`src/rtl/osc_tri_squ_core.sv`:
```
// Note-driven oscillator: fetches a period word from the frequency ROM, divides clk by it and
// emits registered square/triangle samples. Define OSC_PWM_EN to add a pwm_duty input.
module osc_tri_squ_core #(
    parameter int unsigned PW = 16,
    parameter int unsigned AW = 7,
    parameter int unsigned OW = 8
) (
    input  logic          clk,
    input  logic          rstn,
    input  logic          note_req,
    input  logic [AW-1:0] note_idx,
    output logic          note_busy,
    output logic          note_ack,
    output logic          rom_en,
    output logic [AW-1:0] rom_addr,
    input  logic [PW-1:0] rom_data,
`ifdef OSC_PWM_EN
    input  logic [OW-1:0] pwm_duty,
`endif
    output logic          osc_active,
    output logic [OW-1:0] sq_out,
    output logic [OW-1:0] tri_out
);

    typedef enum logic [1:0] {
        StIdle,
        StFetch,
        StWait
    } state_e;

    state_e        state_q, state_d;
    logic [AW-1:0] rom_addr_q;
    logic          ack_q;

    logic [PW-1:0] pend_q;
    logic          pend_valid_q;

    logic [PW-1:0] cur_q, cur_d;
    logic [PW-1:0] tick_q, tick_d;
    logic [OW:0]   phase_q, phase_d;

    logic          running;
    logic          step;
    logic          load;

    logic          active_q;
    logic [OW-1:0] sq_q, sq_d;
    logic [OW-1:0] tri_q, tri_d;

    // ---------------------------------------------------------------------------------------
    // Fetch FSM
    // ---------------------------------------------------------------------------------------
    always_comb begin
        state_d = state_q;
        case (state_q)
            StIdle:  if (note_req) state_d = StFetch;
            StFetch: state_d = StWait;
            StWait:  state_d = StIdle;
            default: state_d = StIdle;
        endcase
    end

    always_ff @(posedge clk) begin
        if (!rstn) begin
            state_q    <= StIdle;
            rom_addr_q <= '0;
            ack_q      <= 1'b0;
        end else begin
            state_q <= state_d;
            ack_q   <= (state_q == StWait);
            if (state_q == StIdle && note_req) begin
                rom_addr_q <= note_idx;
            end
        end
    end

    assign note_busy = (state_q != StIdle);
    assign rom_en    = (state_q == StFetch);
    assign rom_addr  = rom_addr_q;
    assign note_ack  = ack_q;

    // ---------------------------------------------------------------------------------------
    // Pending period: a fresh fetch wins over a same-cycle load, so the newest note survives
    // ---------------------------------------------------------------------------------------
    always_ff @(posedge clk) begin
        if (!rstn) begin
            pend_q       <= '0;
            pend_valid_q <= 1'b0;
        end else if (state_q == StWait) begin
            pend_q       <= rom_data;
            pend_valid_q <= 1'b1;
        end else if (load) begin
            pend_valid_q <= 1'b0;
        end
    end

    // ---------------------------------------------------------------------------------------
    // Period divider and phase counter
    // ---------------------------------------------------------------------------------------
    assign running = (cur_q != '0);
    assign step    = running && (tick_q == '0);
    // Only swap periods at the phase wrap so no waveform segment is ever truncated
    assign load    = pend_valid_q && (!running || (step && (&phase_q)));

    always_comb begin
        cur_d   = cur_q;
        tick_d  = tick_q;
        phase_d = phase_q;

        if (running) begin
            if (tick_q == '0) begin
                tick_d  = cur_q - PW'(1);
                phase_d = phase_q + 1'b1;
            end else begin
                tick_d = tick_q - PW'(1);
            end
        end

        if (load) begin
            cur_d = pend_q;
            if (pend_q == '0) begin
                tick_d  = '0;
                phase_d = '0;
            end else if (running) begin
                tick_d = pend_q - PW'(1);
            end
        end
    end

    always_ff @(posedge clk) begin
        if (!rstn) begin
            cur_q   <= '0;
            tick_q  <= '0;
            phase_q <= '0;
        end else begin
            cur_q   <= cur_d;
            tick_q  <= tick_d;
            phase_q <= phase_d;
        end
    end

    // ---------------------------------------------------------------------------------------
    // Sample generation, registered one cycle behind phase
    // ---------------------------------------------------------------------------------------
    always_comb begin
        sq_d  = '0;
        tri_d = '0;
        if (running) begin
            tri_d = phase_q[OW] ? ~phase_q[OW-1:0] : phase_q[OW-1:0];
`ifdef OSC_PWM_EN
            sq_d  = (phase_q[OW:1] < pwm_duty) ? {OW{1'b1}} : '0;
`else
            sq_d  = phase_q[OW] ? '0 : {OW{1'b1}};
`endif
        end
    end

    always_ff @(posedge clk) begin
        if (!rstn) begin
            active_q <= 1'b0;
            sq_q     <= '0;
            tri_q    <= '0;
        end else begin
            active_q <= running;
            sq_q     <= sq_d;
            tri_q    <= tri_d;
        end
    end

    assign osc_active = active_q;
    assign sq_out     = sq_q;
    assign tri_out    = tri_q;

endmodule

```
`config.mk`:
```
export PLATFORM = sky130hd
export DESIGN_NAME = osc_tri_squ_core
export DESIGN_NICKNAME = d
export VERILOG_FILES = /design/src/rtl/osc_tri_squ_core.sv
export SDC_FILE = /design/constraint.sdc
export NUM_CORES = 1
export LEC_CHECK = 0
export CAP_MARGIN = 20
export CORE_MARGIN = 3
export CORE_UTILIZATION = 40
export DETAILED_ROUTE_END_ITERATION = 8
export GPL_ROUTABILITY_DRIVEN = 1
export PLACE_DENSITY = 0.67
export SETUP_SLACK_MARGIN = 0.2
export SLEW_MARGIN = 10
export SYNTH_ARGS = -nofsm -noshare
export SYNTH_HDL_FRONTEND = slang
export SYNTH_SLANG_ARGS = --single-unit
```
`constraint.sdc`:
```
create_clock -name clk -period 4.15 [get_ports clk]
set_input_delay 1.245 -clock clk [delete_from_list [all_inputs] [get_ports clk]]
set_output_delay 1.245 -clock clk [all_outputs]
set_load 0.02 [all_outputs]
```
# Yosys cells after proc, flatten, opt, wreduce, memory -nomap -nowiden
# Index checks and enable logic that the tools add are counted.
[op_classes]
reduce_logical = 14
muxes = 15
bitwise = 1
n_eq_ne = 3
n_addsub = 4
[op_table]
columns = ["cell", "count"]
rows = [
  ["$mux 16", 5],
  ["$sub 16x1->16 const B", 3],
  ["$mux 9", 4],
  ["$logic_not 16->1", 2],
  ["$mux 8", 2],
  ["$reduce_bool 16->1", 1],
  ["$add 9x1->9 const B", 1],
  ["$reduce_and 9->1", 1],
  ["$not 8->8", 1],
  ["$logic_and 1x1->1", 4],
  ["$pmux 2 s2", 1],
  ["$reduce_bool 2->1", 2],
  ["$eq 2x1->1 const B", 1],
  ["$eq 2x2->1 const B", 1],
  ["$logic_not 2->1", 1],
  ["$mux 1", 2],
  ["$mux 2", 1],
  ["$ne 2x2->1 const B", 1],
  ["$reduce_and 2->1", 1],
  ["$logic_not 1->1", 1],
  ["$logic_or 1x1->1", 1],
]
[word_totals]
elab_cells = 48
output_inout_bits = 27
ff_bits = 85

# Logic depth before layout (Yosys ltp)
[logic_depth]
ltp_word = 7
ltp_mapped = 15
depth_no_buf = 13

# Least setup slack after synthesis
# No wires, ideal clock.
[synth_path]
path_type = "reg-to-reg"
start = "reg tick_q[3]"
end = "reg tick_q[8]"
setup_ns = 0.103
stages_incl_launch_ff = 13
arrival_time_ns = 2.788
path_slack_ns = 1.259
required_ns = 4.047
period_less_slack_ns = 2.891
path_cell_list = "dfxtp_1 > buf_2 > nor3_2 > nand3_1 > nor3_4 > buf_2 > a21oi_1 > ha_1 > or4b_1 > or2_1 > a2111oi_2 > xor2_1 > a2111oi_2"
[synth_between]
elab_chain_len = 6
[synth_rtl]
columns = ["element", "line_no", "source"]
rows = [
  ["from (decl)", "39", "logic [PW-1:0] tick_q, tick_d;"],
  ["from (signal assigned)", "137", "tick_q <= tick_d;"],
  ["$sub 16x1->16 or $logic_not 16->1 (tied branches)", "115, 101, 111", ""],
  ["$mux 16 or $logic_and 1x1->1 (tied branches)", "111, 101", ""],
  ["$mux 16 or $logic_and 1x1->1 (tied branches)", "110, 103", ""],
  ["$mux 16 or $logic_or 1x1->1 (tied branches)", "124, 103", ""],
  ["$mux 16 or $logic_and 1x1->1 (tied branches)", "121, 103", ""],
  ["$mux 16 *", "119", "if (load) begin"],
]
# Every way passes the cells marked *; elsewhere a longest branch is shown, timed or not.
# A chain may end at the register's enable or synchronous reset.

# Final worst setup path
[layout_path]
start = "reg tick_q[7]"
end = "reg tick_q[8]"
# Same word-level chain as after synthesis.

==> flow_summary.html <==
<table>
<tr><th>Metric</th><th>Value</th></tr>
<tr><th colspan="2">Timing</th></tr>
<tr><td>Fmax</td><td>327 MHz</td></tr>
<tr><td>Slew margin rel.</td><td>46.2%</td></tr>
<tr><td>Setup Skew</td><td>0.00528 ns</td></tr>
<tr><td>Final-report max-slew violation count</td><td>0</td></tr>
<tr><td>Actual transition at the worst max-transition pin</td><td>0.804 ns</td></tr>
<tr><td>Final critical path time including I/O delays and setup</td><td>3.06 ns</td></tr>
<tr><td>Final-report hold violation count</td><td>0</td></tr>
<tr><td>Count of endpoints failing setup in the final report</td><td>0</td></tr>
<tr><td>Final-layout setup total negative slack</td><td>0 ns</td></tr>
<tr><td>Fin crit share</td><td>73.8%</td></tr>
<tr><td>Unrepaired setup endpoints after global routing</td><td>false</td></tr>
<tr><th colspan="2">Final layout</th></tr>
<tr><td>Cell area after layout</td><td>0.00483 sq mm</td></tr>
<tr><td>Fill cell instance count of the final layout</td><td>973</td></tr>
<tr><td>Commonest non-fill, non-tap cells in the layout</td><td>92 x nand2_1, 78 x dfxtp_1, 52 x clkdlybuf4s50_1</td></tr>
<tr><td>Nets</td><td>561</td></tr>
<tr><td>Area taken by multi-input logic gates</td><td>0.00235 sq mm</td></tr>
<tr><td>Fraction of final layout cells with drive strength greater than 1</td><td>8.08%</td></tr>
<tr><td>Leading cell type in the layout, fill and taps excluded</td><td>nand2_1</td></tr>
<tr><td># diodes</td><td>0</td></tr>
<tr><td>Fin util</td><td>48.8%</td></tr>
<tr><td>Layout-stage area growth over the synthesis result</td><td>17.2%</td></tr>
<tr><td>FF/Latch Area</td><td>0.00156 sq mm</td></tr>
<tr><th colspan="2">Yosys</th></tr>
<tr><td>Most used DFF post-synth</td><td>dfxtp_1</td></tr>
<tr><td>Top cells by area, synth</td><td>dfxtp_1 38%, nand2_1 8.4%, a21boi_0 4.0%</td></tr>
<tr><td>Syn avg cell area</td><td>8.38 sq um</td></tr>
<tr><td>Synthesized netlist cell count</td><td>492</td></tr>
<tr><td>Total standard cell area after synthesis</td><td>0.00412 sq mm</td></tr>
<tr><td>Count of different cell masters after synthesis</td><td>64</td></tr>
<tr><td>Fraction of synthesized cell area taken by the top area cell type</td><td>37.9%</td></tr>
<tr><td>Number of synthesized flops with an enable pin</td><td>0</td></tr>
<tr><td>Register area share after synthesis</td><td>37.9%</td></tr>
<tr><td>#FFs+latches synth</td><td>78</td></tr>
<tr><td>Number of synthesis warnings</td><td>0</td></tr>
<tr><td>Area leader, netlist</td><td>dfxtp_1</td></tr>
<tr><td>Syn nets</td><td>524</td></tr>
<tr><td>Ys async rst share</td><td>0%</td></tr>
<tr><th colspan="2">Place</th></tr>
<tr><td>Final GP Congestion</td><td>0.941</td></tr>
<tr><td>Hpwl dp</td><td>7850 um</td></tr>
<tr><td>Placement Cell Area</td><td>0.00466 sq mm</td></tr>
<tr><td>Number of buffer cells added on primary ports</td><td>52</td></tr>
<tr><th colspan="2">Clock network</th></tr>
<tr><td>Buffers from clock root to sink, at most</td><td>2</td></tr>
<tr><td>Total CTS buffers</td><td>9</td></tr>
<tr><td>Post-CTS clock slew at the launch and capture registers of the worst setup and hold paths</td><td>0.08 ns</td></tr>
<tr><td>Clock sink count</td><td>78</td></tr>
<tr><td>Count of H-tree levels built during CTS</td><td>3</td></tr>
<tr><td>Number of hold-repair buffers added at the cts stage</td><td>0</td></tr>
<tr><td>Later-pin clock latency in the skew report</td><td>0.35 ns</td></tr>
<tr><td>TritonCTS clock tree</td><td>done</td></tr>
<tr><td>PostCTS Resize Cnt</td><td>0</td></tr>
<tr><td>Clock Root Buffer</td><td>clkbuf_8</td></tr>
<tr><td>Post-CTS Setup Inserts</td><td>0</td></tr>
<tr><th colspan="2">Floorplanning</th></tr>
<tr><td>Height of the die</td><td>108 um</td></tr>
<tr><td>Effective utilization at floorplan</td><td>41.6%</td></tr>
<tr><td>Number of placement rows</td><td>36</td></tr>
<tr><td>Area of the die</td><td>0.0116 sq mm</td></tr>
<tr><td>Area inside the core boundary</td><td>0.00991 sq mm</td></tr>
<tr><td>Die X-Extent</td><td>108 um</td></tr>
<tr><td>Top-Level Pins</td><td>53</td></tr>
<tr><th colspan="2">Routing</th></tr>
<tr><td>Average wire length per cell after detail routing</td><td>15.8 um</td></tr>
<tr><td>DRT iter0 DRCs</td><td>268</td></tr>
<tr><td>First drt pass iteration count</td><td>5</td></tr>
<tr><td># DRC</td><td>0</td></tr>
<tr><td>Total Routed Length</td><td>10500 um</td></tr>
<tr><td>Number of nets with antenna violations after routing</td><td>0</td></tr>
<tr><td>Vias per cell</td><td>5.39</td></tr>
<tr><td>Overall via count from detail_route</td><td>3582</td></tr>
<tr><th colspan="2">Critical path</th></tr>
<tr><td>Critical path start-end classification</td><td>reg2reg</td></tr>
<tr><td>Critical Path RT</td><td>4.40 ns</td></tr>
<tr><td>Nature of the critical path endpoint</td><td>register</td></tr>
<tr><td>Data arrival, critical path</td><td>3.32 ns</td></tr>
<tr><td>Startpoint type of the worst setup path</td><td>register</td></tr>
<tr><td>Worst-path maximum fanout</td><td>6</td></tr>
<tr><th colspan="2">Min path</th></tr>
<tr><td>Worst hold-check path type</td><td>reg2reg</td></tr>
<tr><th colspan="2">Pwr</th></tr>
<tr><td>Total power draw</td><td>1.66 mW</td></tr>
<tr><td>Worst voltage drop across the vdd grid</td><td>0.195 mV</td></tr>
<tr><td>Total power density per cell area</td><td>343 mW/mm^2</td></tr>
<tr><td>Leakage</td><td>1.80 nW</td></tr>
<tr><th colspan="2">Status</th></tr>
<tr><td>Outcome</td><td>complete, no violations</td></tr>
<tr><th colspan="2">Flow run</th></tr>
<tr><td>Reported max-cap violation count</td><td>0</td></tr>
<tr><th colspan="2">GRT</th></tr>
<tr><td>Maximum number of pins on one net before global-route repair</td><td>27</td></tr>
<tr><td>Number of antenna violations at the first check in global routing</td><td>0</td></tr>
<tr><td>Total congestion overflow after global routing</td><td>0</td></tr>
<tr><td>GRT Total Usage</td><td>19.0%</td></tr>
<tr><td>Wire length of the first global-routing pass</td><td>17500 um</td></tr>
<tr><td>Number of global-route vias before repair</td><td>3372</td></tr>
</table>
-- kinds of logic after synthesis --
kind of cell / synth area share [%]
DFF: 37.9
adders and majority gates: 1.82
muxes: 1.70
buffers and inverters: 5.22
and+or+nand+nor: 27.8
AOI/OAI and AO/OA: 18.1
xor gates and xnor gates: 7.43
-- metal layers --
| metal | wire (um) | track usage [%] | up-vias | part of all wire [%] |
|---|---|---|---|---|
| met2 | 4800 | 29.4 | 128 | 46 |
| met3 | 648 | 3.54 | 14 | 6.2 |
| met1 | 4870 | 26.8 | 1657 | 46 |
| met4 | 174 | 6.22 | 0 | 1.7 |
| met5 | 0 | 0 | - | 0 |
| li1 | - | - | 1783 | - |
-- power breakdown --
part | internal, mW | switching (mW) | total, mW
registers | 0.764 | 0.0192 | 0.783
logic | 0.140 | 0.197 | 0.337
clock network | 0.271 | 0.265 | 0.536
total | 1.18 | 0.481 | 1.66
-- stage by stage --
| stage | std cells | hold WS [ns] | setup slack, ns |
|---|---|---|---|
| 6_report | 665 | 0.479 | 1.09 |
| 5_1_grt | 665 | 0.496 | 0.866 |
| 2_1_floorplan | 492 | 0.439 | 1.26 |
| 3_5_place_dp | 650 | 0.478 | 1.11 |
| 4_1_cts | 664 | 0.487 | 1.10 |
| 3_3_place_gp | 650 | 0.467 | 1.19 |
-- cell type report --
cell class / count / area share [%]
Timing Repair Buffer: 57 / 11.5
Tap cell: 133 / 3.44
Sequential cell: 78 / 32.3
Clock inverter: 2 / 0.725
Inverter: 8 / 0.621
Clock buffer: 12 / 2.80
Multi-Input combinational cell: 375 / 48.6
-- path summary, 6_finish.rpt --
kind                               start                endpoint  slack [ns]  depth (start not counted)
setup / recovery    tick_q[7]$_SDFF_PN0_    tick_q[8]$_SDFF_PN0_        1.09                          9
hold / removal    cur_q[11]$_SDFFE_PN0P_  cur_q[11]$_SDFFE_PN0P_        0.48                          2
setup reg to reg    tick_q[7]$_SDFF_PN0_    tick_q[8]$_SDFF_PN0_        1.09                          9
hold reg to reg   cur_q[11]$_SDFFE_PN0P_  cur_q[11]$_SDFFE_PN0P_        0.48                          2
-- critical path, cell delays in order, from the launching register on --
cell and delay [ns]:
dfxtp_1 0.42, or3_1 0.35, nor3_4 0.08, a21oi_1 0.20
ha_1 0.26, or4b_1 0.52, or2_1 0.27, a2111oi_2 0.37
xor2_1 0.13, a2111oi_2 0.36
-- cells in the mapped netlist, types with 4 or more instances --
master / n
buf_4: 8
buf_2: 7
nor3_2: 4
buf_6: 4
a31oi_1: 4
nand3_1: 8
mux2i_1: 7
nand2_1: 92
a21boi_0: 22
o21ai_0: 8
clkbuf_1: 11
a21boi_1: 11
ha_1: 6
xnor2_1: 18
a21oi_1: 21
and3_1: 6
and2_1: 6
dfxtp_1: 78
nor2_1: 37
nor3_1: 14
xor2_1: 17
inv_1: 8
nand4_1: 7
nor4_1: 6
or3_1: 5
o2bb2ai_1: 11
nor2b_1: 9
No activity file was read; power rests on OpenSTA's default activity.
